<file path="src/rtl/analog_out_pkg.sv">
// Shared types and constants for the analog video output sequencer.
package analog_out_pkg;

  typedef enum logic [1:0] {
    MODE_RGBS  = 2'd0,
    MODE_RGSB  = 2'd1,
    MODE_YPBPR = 2'd2,
    MODE_RSVD  = 2'd3
  } mode_e;

  typedef enum logic [1:0] {
    ST_RUN   = 2'd0,
    ST_ARMED = 2'd1,
    ST_MUTE  = 2'd2
  } state_e;

  localparam logic [23:0] BLACK_RGB   = 24'h000000;
  localparam logic [23:0] BLACK_YPBPR = 24'h800080;

  function automatic logic [23:0] black_of(mode_e m);
    return (m == MODE_YPBPR) ? BLACK_YPBPR : BLACK_RGB;
  endfunction

  // Luma / green carries sync in RGsB and YPbPr.
  function automatic logic sog_of(mode_e m);
    return (m == MODE_RGSB) || (m == MODE_YPBPR);
  endfunction

endpackage

</file>
<file path="src/rtl/video_delay_line.sv">
// Fixed-depth register delay with synchronous flush to RESET_VAL.
module video_delay_line #(
  parameter int              WIDTH     = 26,
  parameter int              DEPTH     = 3,
  parameter logic [WIDTH-1:0] RESET_VAL = '0
) (
  input  logic             clk,
  input  logic             reset,
  input  logic [WIDTH-1:0] din,
  output logic [WIDTH-1:0] dout
);

  logic [DEPTH-1:0][WIDTH-1:0] pipe;

  always_ff @(posedge clk) begin
    if (reset) begin
      for (int i = 0; i < DEPTH; i++) pipe[i] <= RESET_VAL;
    end else begin
      pipe[0] <= din;
      for (int i = 1; i < DEPTH; i++) pipe[i] <= pipe[i-1];
    end
  end

  assign dout = pipe[DEPTH-1];

endmodule

</file>
<file path="src/rtl/analog_out_mode_ctrl.sv">
// Analog output mode sequencer: vsync-aligned mode switching, post-switch mute,
// latency-matched RGB/sync delay and DAC output mux. Mute feature: ANALOG_MODE_MUTE_EN.
module analog_out_mode_ctrl
  import analog_out_pkg::*;
#(
  parameter int         CONV_LAT    = 3,
  parameter int         MUTE_FRAMES = 2,
  parameter logic [1:0] RESET_MODE  = 2'd0
) (
  input  logic        clk,
  input  logic        reset,
  input  logic [1:0]  mode_req,
  input  logic        mode_req_valid,
  output logic        mode_req_ready,
  input  logic        vsync,
  input  logic        csync,
  input  logic        de,
  input  logic [23:0] rgb_in,
  output logic [23:0] conv_din,
  input  logic [23:0] conv_dout,
  output logic [23:0] video_out,
  output logic        csync_out,
  output logic        de_out,
  output logic        sog_en,
  output logic [1:0]  mode_active,
  output logic        muted
);

  state_e state, state_n;
  mode_e  mode_q, mode_n, pend_q, pend_n;
  logic   vsync_d;
  logic   vs_rise;

`ifdef ANALOG_MODE_MUTE_EN
  localparam logic [3:0] MUTE_N = 4'(MUTE_FRAMES);
  logic [3:0] cnt_q, cnt_n;
`else
  logic unused_mute_frames;
  assign unused_mute_frames = ^MUTE_FRAMES;
`endif

  assign vs_rise  = vsync & ~vsync_d;
  assign conv_din = rgb_in;
  assign mode_active = mode_q;

  always_comb begin
    state_n = state;
    mode_n  = mode_q;
    pend_n  = pend_q;
`ifdef ANALOG_MODE_MUTE_EN
    cnt_n   = cnt_q;
`endif
    case (state)
      ST_RUN: begin
        // Same-mode and reserved requests are swallowed without disturbing output.
        if (mode_req_valid && mode_req_ready &&
            mode_req != mode_q && mode_req != MODE_RSVD) begin
          pend_n  = mode_e'(mode_req);
          state_n = ST_ARMED;
        end
      end
      ST_ARMED: begin
        if (vs_rise) begin
          mode_n = pend_q;
`ifdef ANALOG_MODE_MUTE_EN
          cnt_n   = '0;
          state_n = (MUTE_FRAMES == 0) ? ST_RUN : ST_MUTE;
`else
          state_n = ST_RUN;
`endif
        end
      end
`ifdef ANALOG_MODE_MUTE_EN
      ST_MUTE: begin
        if (vs_rise) begin
          cnt_n = cnt_q + 4'd1;
          if (cnt_n == MUTE_N) state_n = ST_RUN;
        end
      end
`endif
      default: state_n = ST_RUN;
    endcase
  end

  always_ff @(posedge clk) begin
    if (reset) begin
      state          <= ST_RUN;
      mode_q         <= mode_e'(RESET_MODE);
      pend_q         <= mode_e'(RESET_MODE);
      vsync_d        <= 1'b0;
      mode_req_ready <= 1'b0;
      sog_en         <= sog_of(mode_e'(RESET_MODE));
    end else begin
      state          <= state_n;
      mode_q         <= mode_n;
      pend_q         <= pend_n;
      vsync_d        <= vsync;
      mode_req_ready <= (state_n == ST_RUN);
      sog_en         <= sog_of(mode_n);
    end
  end

`ifdef ANALOG_MODE_MUTE_EN
  always_ff @(posedge clk) begin
    if (reset) begin
      cnt_q <= '0;
      muted <= 1'b0;
    end else begin
      cnt_q <= cnt_n;
      muted <= (state_n == ST_MUTE);
    end
  end
`else
  assign muted = 1'b0;
`endif

  // Raw path delayed to line up with the converter's output.
  logic [23:0] dly_rgb;
  logic        dly_cs, dly_de;

  video_delay_line #(
    .WIDTH    (26),
    .DEPTH    (CONV_LAT),
    .RESET_VAL({1'b1, 1'b0, 24'h000000})
  ) u_dly (
    .clk  (clk),
    .reset(reset),
    .din  ({csync, de, rgb_in}),
    .dout ({dly_cs, dly_de, dly_rgb})
  );

  always_ff @(posedge clk) begin
    if (reset) begin
      video_out <= '0;
      csync_out <= 1'b1;
      de_out    <= 1'b0;
    end else begin
      csync_out <= dly_cs;
      de_out    <= dly_de;
      if (muted || !dly_de)         video_out <= black_of(mode_q);
      else if (mode_q == MODE_YPBPR) video_out <= conv_dout;
      else                           video_out <= dly_rgb;
    end
  end

endmodule
</file>
<file path="config.mk">
export PLATFORM = sky130hd
export DESIGN_NAME = analog_out_mode_ctrl
export DESIGN_NICKNAME = d
export VERILOG_FILES = /design/src/rtl/analog_out_pkg.sv /design/src/rtl/video_delay_line.sv /design/src/rtl/analog_out_mode_ctrl.sv
export SDC_FILE = /design/constraint.sdc
export NUM_CORES = 1
export LEC_CHECK = 0
export BUFFER_PORTS_ARGS = -buffer_cell sky130_fd_sc_hd__buf_2
export CORE_MARGIN = 8
export CORE_UTILIZATION = 35
export CTS_CLUSTER_SIZE = 30
export DETAILED_ROUTE_END_ITERATION = 10
export PLACE_DENSITY_LB_ADDON = 0.1
export RECOVER_POWER = 25
export SLEW_MARGIN = 0
export SYNTH_ARGS = -nofsm -noshare
export SYNTH_HDL_FRONTEND = slang
export SYNTH_SLANG_ARGS = --single-unit
</file>
<file path="constraint.sdc">
create_clock -name clk -period 1.7 [get_ports clk]
set_input_delay 0.34 -clock clk [delete_from_list [all_inputs] [get_ports clk]]
set_output_delay 0.34 -clock clk [all_outputs]
set_load 0.05 [all_outputs]
</file>
# Yosys cells after proc, flatten, opt, wreduce, memory -nomap -nowiden
# Index checks and enable logic that the tools add are counted.
[op_classes] mux=8 n_bitwise=2 n_shift=0 n_eq_ne=6 n_div=0 addsub=0 n_mul=0 reduce_logical=7 n_lt_le_gt_ge=0
[op_table] operator="24-bit 2-to-1 mux" count=3
[op_table] operator="2-bit 2-to-1 mux" count=4
[op_table] operator="2-bit by 1-bit == test with 1-bit output, second input constant" count=2
[op_table] operator="2-bit == test, second input constant" count=2
[op_table] operator="2-bit logical NOT" count=2
[op_table] operator="2-bit case mux with 2 select lines" count=1
[op_table] operator="1-bit logical AND" count=3
[op_table] operator="2-bit inequality test" count=1
[op_table] operator="2-bit inequality test, second input constant" count=1
[op_table] operator="2-bit AND reduction" count=1
[op_table] operator="1-bit AND" count=1
[op_table] operator="1-bit logical OR" count=1
[op_table] operator="1-bit inverter" count=1
[word_totals] out_inout_bits=55 ff_bits=113 n_memories=0 mem_bits_rw=0 input_bits=56 romBits=0 latchBits=0

# Longest topological paths before layout
[depth] word_depth=6 ltp_mapped=5

# Hierarchy
# Synthesis repeated with hierarchy kept, for this count alone.
[unflattened] hier_cells=362 hier_area_um2=3783.6
[by_module_without_submodules] mod="video_delay_line" seq_area_each_um2=1561.5 n_inst=1 cells_per_inst=190 area_per_inst_um2=2297.2
[by_module_without_submodules] mod="analog_out_mode_ctrl" seq_area_each_um2=700.7 n_inst=1 cells_per_inst=172 area_per_inst_um2=1486.4

# Worst setup path before layout
# No wires, ideal clock.
[synth_timing] path_kind="register to register" startpoint="register mode_q[1] (netlist: mode_active[1])" endpoint="register video_out[10]" stages_incl_launch_ff=6 required_ns=1.568 path_buffers=2 arrival_ns=1.415 setup_slack_ns=0.153 synth_period_minus_slack_ns=1.547 path_cell_list="dfxtp_1 -> or2b_2 -> clkbuf_1 -> buf_6 -> nand2_1 -> a21oi_1"
[synth_via] elab_chain_cells=3
[synth_lines] item="start: declaration" line="analog_out_mode_ctrl.sv:30" text="mode_e mode_q, mode_n, pend_q, pend_n;"
[synth_lines] item="start signal: assignment" line="analog_out_mode_ctrl.sv:88" text="mode_q <= mode_e'(RESET_MODE);"
[synth_lines] item="start signal: assignment" line="analog_out_mode_ctrl.sv:95" text="mode_q <= mode_n;"
[synth_lines] item="2-bit == test" line="analog_out_mode_ctrl.sv:141" text="else if (mode_q == MODE_YPBPR) video_out <= conv_dout;"
[synth_lines] item="24-bit 2-to-1 mux" line="analog_out_mode_ctrl.sv:141"
[synth_lines] item="24-bit 2-to-1 mux" line="analog_out_mode_ctrl.sv:140" text="if (muted || !dly_de) video_out <= black_of(mode_q);"
[synth_lines] item="end signal: assignment" line="analog_out_mode_ctrl.sv:140"
[synth_lines] item="end signal: assignment" line="analog_out_mode_ctrl.sv:141"
[synth_lines] item="end signal: assignment" line="analog_out_mode_ctrl.sv:142" text="else video_out <= dly_rgb;"
[synth_lines] item="end: declaration" line="analog_out_mode_ctrl.sv:21" text="output logic [23:0] video_out,"
# Every way passes these cells.
# A chain may end at the register's enable or synchronous reset.

# Worst setup path in the final report
[layout_timing] startpoint="register mode_q[1] (netlist: mode_active[1])" endpoint="output port mode_active[1]"
[layout_rtl] item="end: declaration" line="analog_out_mode_ctrl.sv:25" text="output logic [1:0] mode_active,"
# No word-level cell between the ends.

==> results.py <==
metrics = {
    "route": {
        "viasPerCell": 3.93,
        "drcViolationCount": 0,
        "drt_iter0_drc": 66,
        "routedWlPerCell_um": 11.7,
        "routed_wl_um": 6750,
        "vias": 2268,
        "dr.pass1.iters": 4,
        "detail-route-antenna-nets": 0,
    },
    "global_route": {
        "antenna_found_initial": 1,
        "grt_max_degree": 38,
        "grt_pass1_vias": 2255,
        "grt_usage_pct": 10.4,
        "grt_overflow": 0,
        "grt_pass1_wl_um": 10600,
    },
    "power": {
        "cellPowerDensity_nw_per_um2": 1410,
        "pwr-share-clk_pct": 52.7,
        "ir_drop_v": 0.000597,
        "switching_share_pct": 21.7,
        "p_total_mw": 6.54,
        "comb_power_share_pct": 5.3,
        "switchingPower_mw": 1.42,
        "p_leak_nw": 2.00,
        "pwr-share-seq_pct": 42.1,
        "power.internal_mw": 5.12,
    },
    "floorplan": {
        "core_area_um2": 10100,
        "num_rows": 37,
        "ios": 111,
        "die_height_um": 117,
        "initial_utilization_pct": 35.2,
        "die_area_um2": 13700,
        "die_w_um": 117,
    },
    "final_layout": {
        "nets": 484,
        "antenna_cells": 0,
        "fin_cells": 577,
        "area_growth_pct": 30.1,
        "final_area_um2": 4650,
        "drive_gt1_share_pct": 34.7,
    },
    "run": {
        "drv_cap": 0,
    },
    "placement": {
        "placed_area_um2": 4050,
        "port_buffers": 109,
        "place.gp.congestion": 0.682,
        "place_hpwl_um": 4750,
        "dp_cells": 544,
    },
    "worst_setup_path": {
        "cp_max_fo": 6,
        "cp.required_ns": 1.36,
        "path_cells": "buf_2",
        "endpoint_kind": "output pin",
        "cp.arrival_ns": 1.24,
        "critPathKind": "flop to output pin",
        "ff2ff_setup_slack_ns": 0.36,
        "critical_path.top_delay_family": "flip-flops",
        "cp_slowest_cell": "dfxtp_1",
        "startpoint_type": "flop",
        "critPathMaxStageDelay_ns": 0.43,
        "critPathBufInv": 1,
    },
    "timing": {
        "tightest_slew_ns": 0.783,
        "slew_violations": 0,
        "setup_violations": 0,
        "min_period_ns": 1.58,
        "slew_headroom_pct": 47.8,
        "rsz0062_at_grt": "false",
        "finalClockSkew_ns": 0.00482,
        "hold_viol_final": 0,
        "max_freq_ghz": 0.631,
        "tns_ns": 0,
        "period_share_pct": 93.2,
    },
    "clock_tree": {
        "clock_latency_ns": 0.50,
        "clock-sinks": 113,
        "postCtsSetupRepairBufs": 0,
        "cts_tree": "done",
        "cts_buffer_depth": 2,
        "cts-root-buf": "clkbuf_8",
        "clk_pin_slew_worst_paths_ns": 0.06,
        "numCtsBuffers": 17,
        "htree_levels": 4,
    },
    "synth": {
        "syn_inst": 337,
        "synthesis.area_um2": 3570,
        "ys_types": 28,
        "seq_area_frac_synth_pct": 63.3,
        "yosys_warnings": 0,
        "avgSynthCellArea_um2": 10.6,
        "ys_ff_latch": 113,
    },
    "status": {
        "status": "finished, final reports clean",
    },
    "hold_path": {
        "hold_path.class": "primary input to flop",
    },
}
-- cells in the mapped netlist --
cell | instances | area share (%)
nor2_1 | 2 | 0.21
a221oi_2 | 1 | 0.42
o21ai_0 | 2 | 0.28
a211oi_1 | 1 | 0.21
nand3_1 | 2 | 0.28
o21ba_2 | 1 | 0.28
nand2_1 | 44 | 4.6
conb_1 | 1 | 0.10
clkbuf_2 | 1 | 0.14
buf_2 | 2 | 0.28
clkbuf_1 | 12 | 1.3
nand4bb_1 | 1 | 0.32
and2b_2 | 2 | 0.49
and4bb_1 | 1 | 0.35
nor3b_1 | 1 | 0.21
or2b_1 | 1 | 0.21
nor2b_1 | 77 | 13
dfxtp_1 | 113 | 63
or2_2 | 4 | 0.70
inv_1 | 2 | 0.21
buf_6 | 3 | 0.95
or2b_2 | 1 | 0.25
nand2b_1 | 4 | 0.70
nor3_1 | 2 | 0.28
mux2i_1 | 4 | 1.1
a21oi_1 | 24 | 3.4
buf_4 | 25 | 5.3
xnor2_1 | 3 | 0.74
-- logic make-up (layout without fill, tap and decap cells) --
group / Yosys count / count (layout) / share of synthesized area (%)
AND/OR/NAND/NOR: 142 / 142 / 22.1
multiplexers: 4 / 4 / 1.12
buffers and inverters: 45 / 148 / 8.09
XOR/XNOR: 3 / 3 / 0.735
flip-flops: 113 / 113 / 63.3
AO/OA/AOI/OAI: 29 / 29 / 4.55
other: 1 / 2 / 0.105
-- flip-flops by register name (all words and copies together), names as in the netlist --
name            cells
u_dly.pipe         52
csync_out           1
state               2
de_out              1
mode_req_ready      1
u_dly.dout         26
mode_active         2
sog_en              1
pend_q              2
vsync_d             1
video_out          24
-- path summary, 6_finish.rpt --
kind | from | cells past startpoint | to
max | mode_active[1] | 1 | mode_active[1]
min reg2reg | u_dly.pipe[25] | 1 | u_dly.pipe[51]
max reg2reg | mode_active[1] | 3 | video_out[23]
min | de | 2 | u_dly.pipe[24]
-- final cells by class --
type | instances | area (um^2)
fill | 998 | 5490
sequential | 113 | 2260
timing repair buffer | 114 | 592
clock inverter | 14 | 164
inverter | 2 | 7.51
clock buffer | 18 | 428
multi-input combinational | 180 | 1030
tap | 136 | 170
-- power by group through the flow --
stage	Combinational, mW	Clock, mW	Sequential, mW
5_1_grt	0.372	3.67	2.76
3_3_place_gp	0.348	0	2.81
3_5_place_dp	0.350	0	2.81
2_1_floorplan	0.260	0	2.81
6_report	0.343	3.44	2.75
4_1_cts	0.353	3.53	2.75
-- metal layers --
metal / track usage [%] / wire (um) / up-vias
li1: - / - / 1207
met3: 5.85 / 638 / 12
met4: 5.38 / 119 / 2
met2: 15.4 / 3110 / 70
met5: 0 / 13 / -
met1: 11.6 / 2860 / 977
-- metrics by stage --
stage	util [%]	hold WS (ns)	worst slack, ns
6_report	45.9	0.0510	0.115
5_1_grt	45.9	0.0356	0.0440
4_1_cts	45.9	0.0303	0.0692
3_5_place_dp	40.0	0.397	0.364
3_3_place_gp	40.0	0.393	0.342
2_1_floorplan	-	0.389	0.153
-- cell usage in the layout (no fill, tap or decap), types with 4 or more instances in the layout --
cell type and instances:
dfxtp_1 113, buf_2 108, nor2b_1 77, nand2_1 44, a21oi_1 24, clkbuf_16 16
clkinv_2 5, nand2b_1 4, mux2i_1 4, or2_2 4
-- repair_timing --
item | in CTS | in global routing
hold buffers | 1 | 0
hold endpoints to repair | 1 | 0
gates resized for setup | 0 | 0
Note: power is estimated with default switching activity, not from simulation.
